===== src/rtl/vfu_cmd_sequencer_if.sv =====
// CFU command/response channel between the VexRiscv CFU port and vfu_cmd_sequencer.
// master = CPU side, slave = sequencer side.
interface vfu_cmd_sequencer_if #(
  parameter int unsigned INSN_WIDTH     = 32,
  parameter int unsigned VEX_DATA_WIDTH = 32
);
  logic                      cmd_valid;
  logic                      cmd_ready;
  logic [INSN_WIDTH-1:0]     cmd_payload_instruction;
  logic [VEX_DATA_WIDTH-1:0] cmd_payload_inputs_0;
  logic [VEX_DATA_WIDTH-1:0] cmd_payload_inputs_1;
  logic                      rsp_valid;
  logic                      rsp_ready;
  logic [VEX_DATA_WIDTH-1:0] rsp_payload_output;

  modport master (
    output cmd_valid, cmd_payload_instruction, cmd_payload_inputs_0, cmd_payload_inputs_1,
    output rsp_ready,
    input  cmd_ready, rsp_valid, rsp_payload_output
  );

  modport slave (
    input  cmd_valid, cmd_payload_instruction, cmd_payload_inputs_0, cmd_payload_inputs_1,
    input  rsp_ready,
    output cmd_ready, rsp_valid, rsp_payload_output
  );
endinterface


===== src/rtl/vfu_cmd_sequencer.sv =====
// In-order CFU command sequencer: FIFO-buffers commands, issues them to rvv_proc_main and
// returns one response per command after RSP_LATENCY cycles. Optional macro: VFU_SEQ_PERF_EN.
module vfu_cmd_sequencer #(
  parameter int unsigned INSN_WIDTH     = 32,
  parameter int unsigned VEX_DATA_WIDTH = 32,
  parameter int unsigned FIFO_DEPTH     = 4,
  parameter int unsigned RSP_LATENCY    = 2
) (
  input  logic                      clk,
  input  logic                      reset,
  vfu_cmd_sequencer_if.slave        cfu,
  output logic [INSN_WIDTH-1:0]     core_insn,
  output logic                      core_insn_valid,
  output logic [VEX_DATA_WIDTH-1:0] core_data_in_1,
  output logic [VEX_DATA_WIDTH-1:0] core_data_in_2,
  input  logic                      core_rdy,
  input  logic [VEX_DATA_WIDTH-1:0] core_data_out,
  output logic [31:0]               perf_issue_count,
  output logic [31:0]               perf_stall_count
);

  localparam int unsigned PtrW   = $clog2(FIFO_DEPTH);
  localparam int unsigned LatW   = $clog2(RSP_LATENCY + 1);
  localparam int unsigned EntryW = INSN_WIDTH + 2 * VEX_DATA_WIDTH;

  typedef enum logic [1:0] {StIdle, StIssue, StWait, StResp} state_e;

  state_e                    state_q, state_d;
  logic [LatW-1:0]           lat_cnt_q, lat_cnt_d;
  logic [EntryW-1:0]         mem_q [FIFO_DEPTH];
  logic [PtrW:0]             wr_ptr_q, rd_ptr_q;
  logic [EntryW-1:0]         entry_in, head, issue_src;
  logic [INSN_WIDTH-1:0]     core_insn_q;
  logic [VEX_DATA_WIDTH-1:0] core_data_1_q, core_data_2_q, payload_q;
  logic                      empty, full, push, pop, load_issue, capture;

  // Command FIFO
  assign empty    = (wr_ptr_q == rd_ptr_q);
  assign full     = (wr_ptr_q[PtrW] != rd_ptr_q[PtrW]) &&
                    (wr_ptr_q[PtrW-1:0] == rd_ptr_q[PtrW-1:0]);
  assign entry_in = {cfu.cmd_payload_instruction, cfu.cmd_payload_inputs_0,
                     cfu.cmd_payload_inputs_1};
  assign head     = mem_q[rd_ptr_q[PtrW-1:0]];

  assign cfu.cmd_ready = !full && !reset;
  assign push          = cfu.cmd_valid && cfu.cmd_ready;
  assign pop           = (state_q == StIssue);

  always_ff @(posedge clk) begin
    if (push) begin
      mem_q[wr_ptr_q[PtrW-1:0]] <= entry_in;
    end
  end

  always_ff @(posedge clk) begin
    if (reset) begin
      wr_ptr_q <= '0;
      rd_ptr_q <= '0;
    end else begin
      if (push) wr_ptr_q <= wr_ptr_q + 1'b1;
      if (pop)  rd_ptr_q <= rd_ptr_q + 1'b1;
    end
  end

  // The issue registers load on the edge into StIssue so the strobe and its operands appear
  // together; an entry being pushed into an empty FIFO is taken straight from the bus.
  assign issue_src = empty ? entry_in : head;

  always_comb begin
    state_d    = state_q;
    lat_cnt_d  = lat_cnt_q;
    load_issue = 1'b0;
    capture    = 1'b0;
    unique case (state_q)
      StIdle: begin
        if (core_rdy && (!empty || push)) begin
          state_d    = StIssue;
          load_issue = 1'b1;
        end
      end
      StIssue: begin
        state_d   = StWait;
        lat_cnt_d = LatW'(RSP_LATENCY);
      end
      StWait: begin
        lat_cnt_d = lat_cnt_q - LatW'(1);
        if (lat_cnt_q == LatW'(1)) begin
          capture = 1'b1;
          state_d = StResp;
        end
      end
      StResp: begin
        if (cfu.rsp_ready) state_d = StIdle;
      end
      default: state_d = StIdle;
    endcase
  end

  always_ff @(posedge clk) begin
    if (reset) begin
      state_q       <= StIdle;
      lat_cnt_q     <= '0;
      core_insn_q   <= '0;
      core_data_1_q <= '0;
      core_data_2_q <= '0;
      payload_q     <= '0;
    end else begin
      state_q   <= state_d;
      lat_cnt_q <= lat_cnt_d;
      if (load_issue) begin
        {core_insn_q, core_data_1_q, core_data_2_q} <= issue_src;
      end
      if (capture) payload_q <= core_data_out;
    end
  end

  assign core_insn              = core_insn_q;
  assign core_data_in_1         = core_data_1_q;
  assign core_data_in_2         = core_data_2_q;
  assign core_insn_valid        = (state_q == StIssue);
  assign cfu.rsp_valid          = (state_q == StResp);
  assign cfu.rsp_payload_output = payload_q;

`ifdef VFU_SEQ_PERF_EN
  logic [31:0] issue_cnt_q, stall_cnt_q;
  logic        stall;

  assign stall = (state_q == StIdle) && !empty && !core_rdy;

  always_ff @(posedge clk) begin
    if (reset) begin
      issue_cnt_q <= '0;
      stall_cnt_q <= '0;
    end else begin
      if (state_q == StIssue) issue_cnt_q <= issue_cnt_q + 32'd1;
      if (stall)              stall_cnt_q <= stall_cnt_q + 32'd1;
    end
  end

  assign perf_issue_count = issue_cnt_q;
  assign perf_stall_count = stall_cnt_q;
`else
  assign perf_issue_count = '0;
  assign perf_stall_count = '0;
`endif

endmodule


===== src/flat_wrapper.sv =====
// flat-port wrapper written by rule: the top's interface ports become plain ports
module vfu_cmd_sequencer_flat 
#(
  parameter int unsigned INSN_WIDTH     = 32,
  parameter int unsigned VEX_DATA_WIDTH = 32,
  parameter int unsigned FIFO_DEPTH     = 4,
  parameter int unsigned RSP_LATENCY    = 2
)
  (clk, reset, core_insn, core_insn_valid, core_data_in_1, core_data_in_2, core_rdy, core_data_out, perf_issue_count, perf_stall_count, cfu_cmd_valid, cfu_cmd_payload_instruction, cfu_cmd_payload_inputs_0, cfu_cmd_payload_inputs_1, cfu_rsp_ready, cfu_cmd_ready, cfu_rsp_valid, cfu_rsp_payload_output);
  vfu_cmd_sequencer_if #(.INSN_WIDTH(INSN_WIDTH), .VEX_DATA_WIDTH(VEX_DATA_WIDTH)) cfu_i ();
  input  logic clk;
  input  logic reset;
  output logic [INSN_WIDTH-1:0] core_insn;
  output logic core_insn_valid;
  output logic [VEX_DATA_WIDTH-1:0] core_data_in_1;
  output logic [VEX_DATA_WIDTH-1:0] core_data_in_2;
  input  logic core_rdy;
  input  logic [VEX_DATA_WIDTH-1:0] core_data_out;
  output logic [31:0] perf_issue_count;
  output logic [31:0] perf_stall_count;
  input wire logic [$bits(cfu_i.cmd_valid)-1:0] cfu_cmd_valid;
  input wire logic [$bits(cfu_i.cmd_payload_instruction)-1:0] cfu_cmd_payload_instruction;
  input wire logic [$bits(cfu_i.cmd_payload_inputs_0)-1:0] cfu_cmd_payload_inputs_0;
  input wire logic [$bits(cfu_i.cmd_payload_inputs_1)-1:0] cfu_cmd_payload_inputs_1;
  input wire logic [$bits(cfu_i.rsp_ready)-1:0] cfu_rsp_ready;
  output wire logic [$bits(cfu_i.cmd_ready)-1:0] cfu_cmd_ready;
  output wire logic [$bits(cfu_i.rsp_valid)-1:0] cfu_rsp_valid;
  output wire logic [$bits(cfu_i.rsp_payload_output)-1:0] cfu_rsp_payload_output;
  assign cfu_i.cmd_valid = cfu_cmd_valid;
  assign cfu_i.cmd_payload_instruction = cfu_cmd_payload_instruction;
  assign cfu_i.cmd_payload_inputs_0 = cfu_cmd_payload_inputs_0;
  assign cfu_i.cmd_payload_inputs_1 = cfu_cmd_payload_inputs_1;
  assign cfu_i.rsp_ready = cfu_rsp_ready;
  assign cfu_cmd_ready = cfu_i.cmd_ready;
  assign cfu_rsp_valid = cfu_i.rsp_valid;
  assign cfu_rsp_payload_output = cfu_i.rsp_payload_output;
  vfu_cmd_sequencer #(.INSN_WIDTH(INSN_WIDTH), .VEX_DATA_WIDTH(VEX_DATA_WIDTH), .FIFO_DEPTH(FIFO_DEPTH), .RSP_LATENCY(RSP_LATENCY)) u_core (.clk(clk), .reset(reset), .cfu(cfu_i), .core_insn(core_insn), .core_insn_valid(core_insn_valid), .core_data_in_1(core_data_in_1), .core_data_in_2(core_data_in_2), .core_rdy(core_rdy), .core_data_out(core_data_out), .perf_issue_count(perf_issue_count), .perf_stall_count(perf_stall_count));
endmodule

===== config.mk =====
export PLATFORM = sky130hd
export DESIGN_NAME = vfu_cmd_sequencer_flat
export DESIGN_NICKNAME = d
export VERILOG_FILES = /design/src/rtl/vfu_cmd_sequencer_if.sv /design/src/rtl/vfu_cmd_sequencer.sv /design/src/flat_wrapper.sv
export SDC_FILE = /design/constraint.sdc
export NUM_CORES = 1
export LEC_CHECK = 0
export BUFFER_PORTS_ARGS = -buffer_cell sky130_fd_sc_hd__buf_2
export CAP_MARGIN = 20
export CORE_MARGIN = 5
export CORE_UTILIZATION = 40
export DETAILED_ROUTE_END_ITERATION = 6
export GPL_TIMING_DRIVEN = 0
export HOLD_SLACK_MARGIN = 0.08
export SETUP_SLACK_MARGIN = 0.02
export SLEW_MARGIN = 20
export SYNTH_ARGS = -nofsm -noshare
export SYNTH_HDL_FRONTEND = slang
export SYNTH_SLANG_ARGS = --single-unit
export TNS_END_PERCENT = 1

===== constraint.sdc =====
create_clock -name clk -period 5.9 [get_ports clk]
set_clock_uncertainty 0.2 [all_clocks]
set_input_delay 1.18 -clock clk [delete_from_list [all_inputs] [get_ports clk]]
set_output_delay 1.18 -clock clk [all_outputs]
set_load 0.02 [all_outputs]

==> flow_summary_export.csv, run 1 <==
group,metric,value,unit
synth,syn_inst,1314,
power,power.static_leakage,9.01,nW
timing,final-max-slew-violation-count,0,
placed_design,gp_congestion,0.771,
synth,post_synth.cell_area_avg,15.3,um2
hold_path,holdPathStages,2,
setup_path,dominant_delay_contributor_by_cell_family_on_the_critical_path,"buffers and inverters",
setup_path,cp_slowest_stage_delay,0.83,ns
setup_path,end_kind,"output pin",
placed_design,placed_insts,2319,
setup_path,critPathKind,"in2out",
clocking,cts-root-buf,"sky130_fd_sc_hd__clkbuf_16",
layout,postLayoutCellArea,0.0246,mm2
timing,setup_violations,0,
timing,fin_crit,4.55,ns
drt,dr.first_iter.drc_count,741,
synth,ys_async_sr_fraction,0,%
run_status,run_status,"complete, no violations",
synth,yosys.cell_types.count,33,
global_route,first_pass_grt_wire_length,73200,um
drt,vias,12200,
clocking,cts-root-to-sink-buffers,3,
timing,timing.final.hold_violations,0,
synth,synth.top_cells.by_area,"sky130_fd_sc_hd__edfxtp_1, sky130_fd_sc_hd__dfxtp_1, sky130_fd_sc_hd__mux4_2, sky130_fd_sc_hd__nand2_1, sky130_fd_sc_hd__a311oi_1",
floorplanning,initial_core_util,40.4,%
synth,syn_warnings,0,
setup_path,timing.critical_path.cells,"clkbuf_1 -> clkbuf_1 -> clkbuf_1 -> a21oi_1 -> buf_2",
placed_design,place.detailed.hpwl,33000,um
drt,avgViaCountPerCell,5.02,
clocking,cts_max_level,2,
floorplanning,die_w,235,um
floorplanning,rows,82,
power,final_power,10.6,mW
timing,max_freq,0.220,GHz
drt,final_antenna_net_count,0,
clocking,tritoncts,"built",
setup_path,r2r-start,"u_core.rd_ptr_q[1]",
global_route,grt_start_max_net_pins,43,
placed_design,placement.io_buffers,262,
synth,postSynthRegisterBits,522,
clocking,latest_clock_arrival_within_the_worst_skew_pair,0.58,ns
power,irDropWorstVdd,250,uV
synth,ys.flop_type,"sky130_fd_sc_hd__edfxtp_1",
setup_path,reg2reg_slack,2.97,ns
layout,area.growth.synth_to_final,22.1,%
placed_design,placement.cell_area,0.0228,mm2
clocking,ctsHoldBuffers,0,
setup_path,critPathArrivalTime,3.17,ns
setup_path,reg2reg_to,"u_core.core_insn[26]",
setup_path,critPathRequiredTime,4.52,ns
synth,post-synth-top-area-fraction,57.2,%
power,powerDensity,429,mW/mm2
timing,max_slew.worst_pin.slew,1.05,ns
drt,wl,50000,um
synth,netlist_area,0.0202,mm2
clocking,cts_sinks,522,
clocking,cts_buffers,54,
layout,share_of_layout_cells_above_drive_strength_1,32.2,%
global_route,antenna_violations_before_repair,11,
setup_path,critPathBufInv,4,
global_route,grt_pass1_vias,12100,
setup_path,crit_top_cell,"sky130_fd_sc_hd__clkbuf_1",
timing,slew_headroom,30.0,%
global_route,grtUsageTotal,17.6,%
setup_path,setup.worst_path.start_class,"input pin",
timing,grt_setup_unrepaired,"false",
clocking,post-cts-setup-buffers,0,
timing,final_layout_setup_total_negative_slack,0,ns
layout,layoutNonFillerInstCount,2422,
setup_path,reg2reg_depth,8,
layout,fin_nets,1846,
clocking,cts_repair_resize_count,0,
hold_path,min-delay-path-class,"reg2reg",
floorplanning,die_area,0.0550,mm2
floorplanning,die_height,235,um
setup_path,path_max_fanout,10,
synth,synth.yosys.seq_area_share,70.9,%
drt,detailedRoute.firstPassIterationCount,5,
timing,final.period_utilization,77.2,%
clocking,clk_pin_slew,0.06,ns
floorplanning,ioPinCount,328,
synth,synth_largest_area_cell,"sky130_fd_sc_hd__edfxtp_1",
global_route,grt_remaining_overflow,0,
hold_path,worstHoldEndpoint,"u_core.cfu.rsp_payload_output[11]",
floorplanning,core_region_area,0.0500,mm2
layout,fillCellCount,4421,
synth,number_of_flops_mapped_to_enable_cells_by_yosys,384,
drt,wire_per_inst,20.6,um
setup_path,critPathSlowestCell,"sky130_fd_sc_hd__clkbuf_1",
job,timing.max_cap.violations,0,
drt,drcViolationCount,0,
hold_path,hold_path.startpoint,"u_core.cfu.rsp_payload_output[11]",
-- how the worst max path moves through the flow --
stage / from / to / slack (ns) / cells after the start
global placement: reset / u_core.mem_q[2][28] / -1.46 / 4
floorplan: reset / u_core.mem_q[3][0] / 1.02 / 4
CTS: reset / cfu_cmd_ready / 1.35 / 5
global route: reset / cfu_cmd_ready / 1.23 / 5
detailed placement: reset / cfu_cmd_ready / 1.35 / 5
finish: reset / cfu_cmd_ready / 1.35 / 5
-- cell usage after synthesis (all sizes together), types with 2 or more instances --
cell / n
inv: 7
a311oi: 96
nor3: 3
a21oi: 34
edfxtp: 384
mux2i: 2
xnor2: 6
dfxtp: 138
ha: 10
mux4: 96
buf: 112
nand2b: 2
clkbuf: 39
xor2: 2
nor2: 104
a31oi: 2
nand2: 262
and2: 6
-- per-stage QoR --
step                hold WS (ns)  setup slack, ns  utilization (%)
detailed placement         0.245             1.35             45.6
finish                     0.251             1.35             49.3
CTS                        0.253             1.35             49.3
global placement           0.239            -1.46             45.1
floorplan                  0.262             1.02                -
global route               0.273             1.23             49.3
-- layout by cell type, fill, tap and decap left out, drive strengths merged, types with 2 or more instances in the layout --
cell type	Yosys	routed
nand2	262	262
dfxtp	138	138
nand2b	2	2
nor2	104	104
clkinv	0	17
mux4	96	96
bufinv	0	7
xnor2	6	6
ha	10	10
nor3	3	3
xor2	2	2
conb	1	64
a21oi	34	34
edfxtp	384	384
buf	112	382
a311oi	96	96
a31oi	2	2
and2	6	6
clkbuf	39	116
inv	7	8
mux2i	2	2
-- where the power goes --
part | leakage [nW] | total, mW | switching [mW] | internal (mW)
registers | 4.62 | 4.42 | 0.153 | 4.27
clock network | 0.910 | 3.50 | 1.37 | 2.13
logic | 3.49 | 2.65 | 1.60 | 1.05
total | 9.01 | 10.6 | 3.12 | 7.45
-- cell families after synthesis --
logic type,Yosys count,synth area share (%)
AND/OR/NAND/NOR,381,7.32
XOR/XNOR,8,0.422
multiplexers,98,10.8
buffers and inverters,158,4.65
other,1,0.0186
flip-flops,522,70.9
adder cells (fa/ha/maj),10,0.621
AO/OA/AOI/OAI,136,5.26
-- state kept, by name, summed over array words and instances (netlist names) --
signal and count:
u_core.rd_ptr_q 3, u_core.lat_cnt_q 2, u_core.core_data_in_2 32, u_core.state_q 2, u_core.cfu.rsp_payload_output 32, u_core.wr_ptr_q 3, u_core.core_insn 32, u_core.mem_q 384
u_core.core_data_in_1 32
-- cell type report --
class | instances | area (um2) | area share [%]
multi-input cells | 697 | 5180 | 21.0
repair buffers | 270 | 1520 | 6.16
inverters | 7 | 26.3 | 0.107
clock buffers | 77 | 1550 | 6.30
well taps | 672 | 841 | 3.42
clock inverters | 25 | 295 | 1.20
flip-flops and latches | 522 | 14300 | 58.1
plain buffers | 151 | 912 | 3.71
diodes | 1 | 2.50 | 0.0102
-- per-layer routing --
layer,vias to the layer above,part of all wire (%),global-route usage (%)
met2,403,49,29.5
met4,18,2.3,4.34
li1,5608,-,-
met5,-,0.22,0
met1,6040,41,22.9
met3,89,8.3,4.76
-- worst register-to-register path: cells and delay by family (launching register included) --
family | cells | cell delay (ns)
flops | 1 | 0.33
xor+xnor | 1 | 0.17
simple gates | 3 | 0.89
buf+inv | 3 | 0.97
compound gates | 1 | 0.28
Power figures use the tool's default switching activity.
==> run 2, diff against run 1 <==
- clock period: 5.9 -> 4.6 ns (I/O delays scaled with it)
==> flow_summary_export.csv, run 2 (synthesized netlist as in run 1, its figures left out) <==
group,metric,value,unit
placed_design,placed_insts,2319,
setup_path,critPathKind,"in2out",
job,timing.max_cap.violations,0,
layout,fillCellCount,4355,
clocking,cts-root-to-sink-buffers,3,
floorplanning,die_w,235,um
layout,final_common_cell,"sky130_fd_sc_hd__edfxtp_1",
power,final_power,13.2,mW
global_route,grt_pass1_vias,12200,
clocking,clk_pin_slew,0.06,ns
power,power.share.sequential,42.9,%
setup_path,critPathArrivalTime,2.59,ns
drt,avgViaCountPerCell,5.01,
setup_path,cp_slowest_stage_delay,0.52,ns
clocking,ctsHoldBuffers,0,
clocking,cts_max_level,2,
clocking,latest_clock_arrival_within_the_worst_skew_pair,0.60,ns
setup_path,r2r-start,"u_core.rd_ptr_q[1]",
global_route,first_pass_grt_wire_length,73400,um
layout,seq_area,0.0143,mm2
power,cellInternalPower,9.20,mW
drt,final_antenna_net_count,0,
setup_path,path_max_fanout,10,
setup_path,end_kind,"output pin",
setup_path,worst_setup_path_startpoint,"reset",
power,irDropWorstVdd,318,uV
layout,share_of_layout_cells_above_drive_strength_1,32.3,%
clocking,cts_buffers,54,
drt,drcViolationCount,0,
drt,wl,49800,um
layout,area.growth.synth_to_final,21.5,%
clocking,cts_repair_resize_count,0,
setup_path,crit_top_cell,"sky130_fd_sc_hd__clkbuf_1",
floorplanning,rows,82,
timing,timing.final.hold_violations,0,
placed_design,place.detailed.hpwl,32900,um
setup_path,timing.critical_path.cells,"clkbuf_1 -> clkbuf_2 -> clkbuf_1 -> a21oi_1 -> buf_2",
power,powerDensity,540,mW/mm2
floorplanning,die_area,0.0550,mm2
clocking,cts_sinks,522,
setup_path,setup.worst_path.start_class,"input pin",
power,power.static_leakage,8.95,nW
setup_path,reg2reg_slack,1.70,ns
timing,max_slew.worst_pin.slew,0.733,ns
drt,detailedRoute.firstPassIterationCount,6,
clocking,post-cts-setup-buffers,0,
global_route,antenna_violations_before_repair,9,
floorplanning,core_region_area,0.0500,mm2
power,switching_share,30.4,%
drt,wire_per_inst,20.5,um
floorplanning,die_height,235,um
power,power_switching,4.02,mW
placed_design,placement.io_buffers,262,
power,share_comb_of_total_power,25.6,%
layout,largest_register_ffs,384,
floorplanning,initial_core_util,40.4,%
run_status,run_status,"complete, no violations",
hold_path,min-delay-path-class,"reg2reg",
drt,vias,12200,
timing,fin_crit,3.71,ns
timing,final.period_utilization,80.7,%
layout,layout.cells.most_common_list,"sky130_fd_sc_hd__edfxtp_1, sky130_fd_sc_hd__buf_2, sky130_fd_sc_hd__nand2_1, sky130_fd_sc_hd__dfxtp_1, sky130_fd_sc_hd__nor2_1",
power,power.clock.fraction,31.5,%
timing,setup_violations,0,
layout,layoutNonFillerInstCount,2424,
global_route,grt_start_max_net_pins,44,
layout,multiInputGateArea,0.00518,mm2
setup_path,critPathSlowestCell,"sky130_fd_sc_hd__clkbuf_2",
timing,grt_setup_unrepaired,"false",
layout,postLayoutCellArea,0.0245,mm2
timing,slew_headroom,51.1,%
timing,final-max-slew-violation-count,0,
placed_design,gp_congestion,0.807,
clocking,tritoncts,"built",
hold_path,hold_path.startpoint,"u_core.cfu.rsp_payload_output[7]",
placed_design,placement.cell_area,0.0228,mm2
floorplanning,ioPinCount,328,
global_route,grt_remaining_overflow,0,
layout,fin_nets,1846,
setup_path,critPathRequiredTime,3.48,ns
timing,max_freq,0.269,GHz
global_route,grtUsageTotal,17.6,%
clocking,cts-root-buf,"sky130_fd_sc_hd__clkbuf_16",
drt,dr.first_iter.drc_count,785,
[run 2: cell count changes in the layout (fill, tap and decap cells not counted), sizes merged]
| cell | previous run | this run |
|---|---|---|
| clkbuf | 116 | 117 |
| diode | 1 | 4 |
| clkinvlp | 0 | 1 |
| bufinv | 7 | 1 |
| clkinv | 17 | 19 |
| inv | 8 | 9 |
[run 2: per-stage QoR]
| stage | setup TNS [ns] | setup slack, ns | util (%) | hold WS, ns |
|---|---|---|---|---|
| 2_1_floorplan | 0 | 0.00857 | - | 0.262 |
| 6_report | 0 | 0.889 | 49.0 | 0.254 |
| 4_1_cts | 0 | 0.783 | 49.0 | 0.254 |
| 3_5_place_dp | 0 | 0.788 | 45.6 | 0.246 |
| 5_1_grt | 0 | 0.749 | 49.0 | 0.268 |
| 3_3_place_gp | -707.04 | -2.37 | 45.1 | 0.243 |
[run 2: area by class of cell]
type	count	share of cell area [%]
inverter	7	0.107
buffer	151	3.73
clock buffer	78	6.26
tap	672	3.43
sequential	522	58.3
antenna	4	0.0409
multi-input combinational	697	21.1
clock inverter	23	0.700
timing repair buffer	270	6.25
[run 2: path summary, 6_finish.rpt]
check                                     endpoint  cells after the start
setup / recovery                     cfu_cmd_ready                      5
hold / removal    u_core.cfu.rsp_payload_output[7]                      2
setup reg to reg              u_core.core_insn[21]                      8
hold reg to reg   u_core.cfu.rsp_payload_output[7]                      2
[run 2: layer usage]
metal  vias up  wire, um  GRT usage, %  part of all wire, %
li1       5620         -             -                    -
met1      6080     20400          22.5                   41
met2       371     24300          29.7                   49
met3        75      3760          4.19                  7.6
met4        10      1270          6.02                  2.6
met5         -        62             0                 0.12
[run 2: power by group through the flow]
stage / Sequential (mW) / Clock, mW / Combinational [mW]
floorplan: 6.11 / 0 / 1.98
global placement: 5.78 / 0 / 3.40
detailed placement: 5.77 / 0 / 3.45
CTS: 5.68 / 4.27 / 3.46
global route: 5.71 / 4.47 / 3.73
finish: 5.67 / 4.16 / 3.39
[run 2: worst max-delay path, delay by kind of cell]
kind | cells | cell delay, ns
AO/OA/AOI/OAI | 1 | 0.16
buffers and inverters | 4 | 1.50
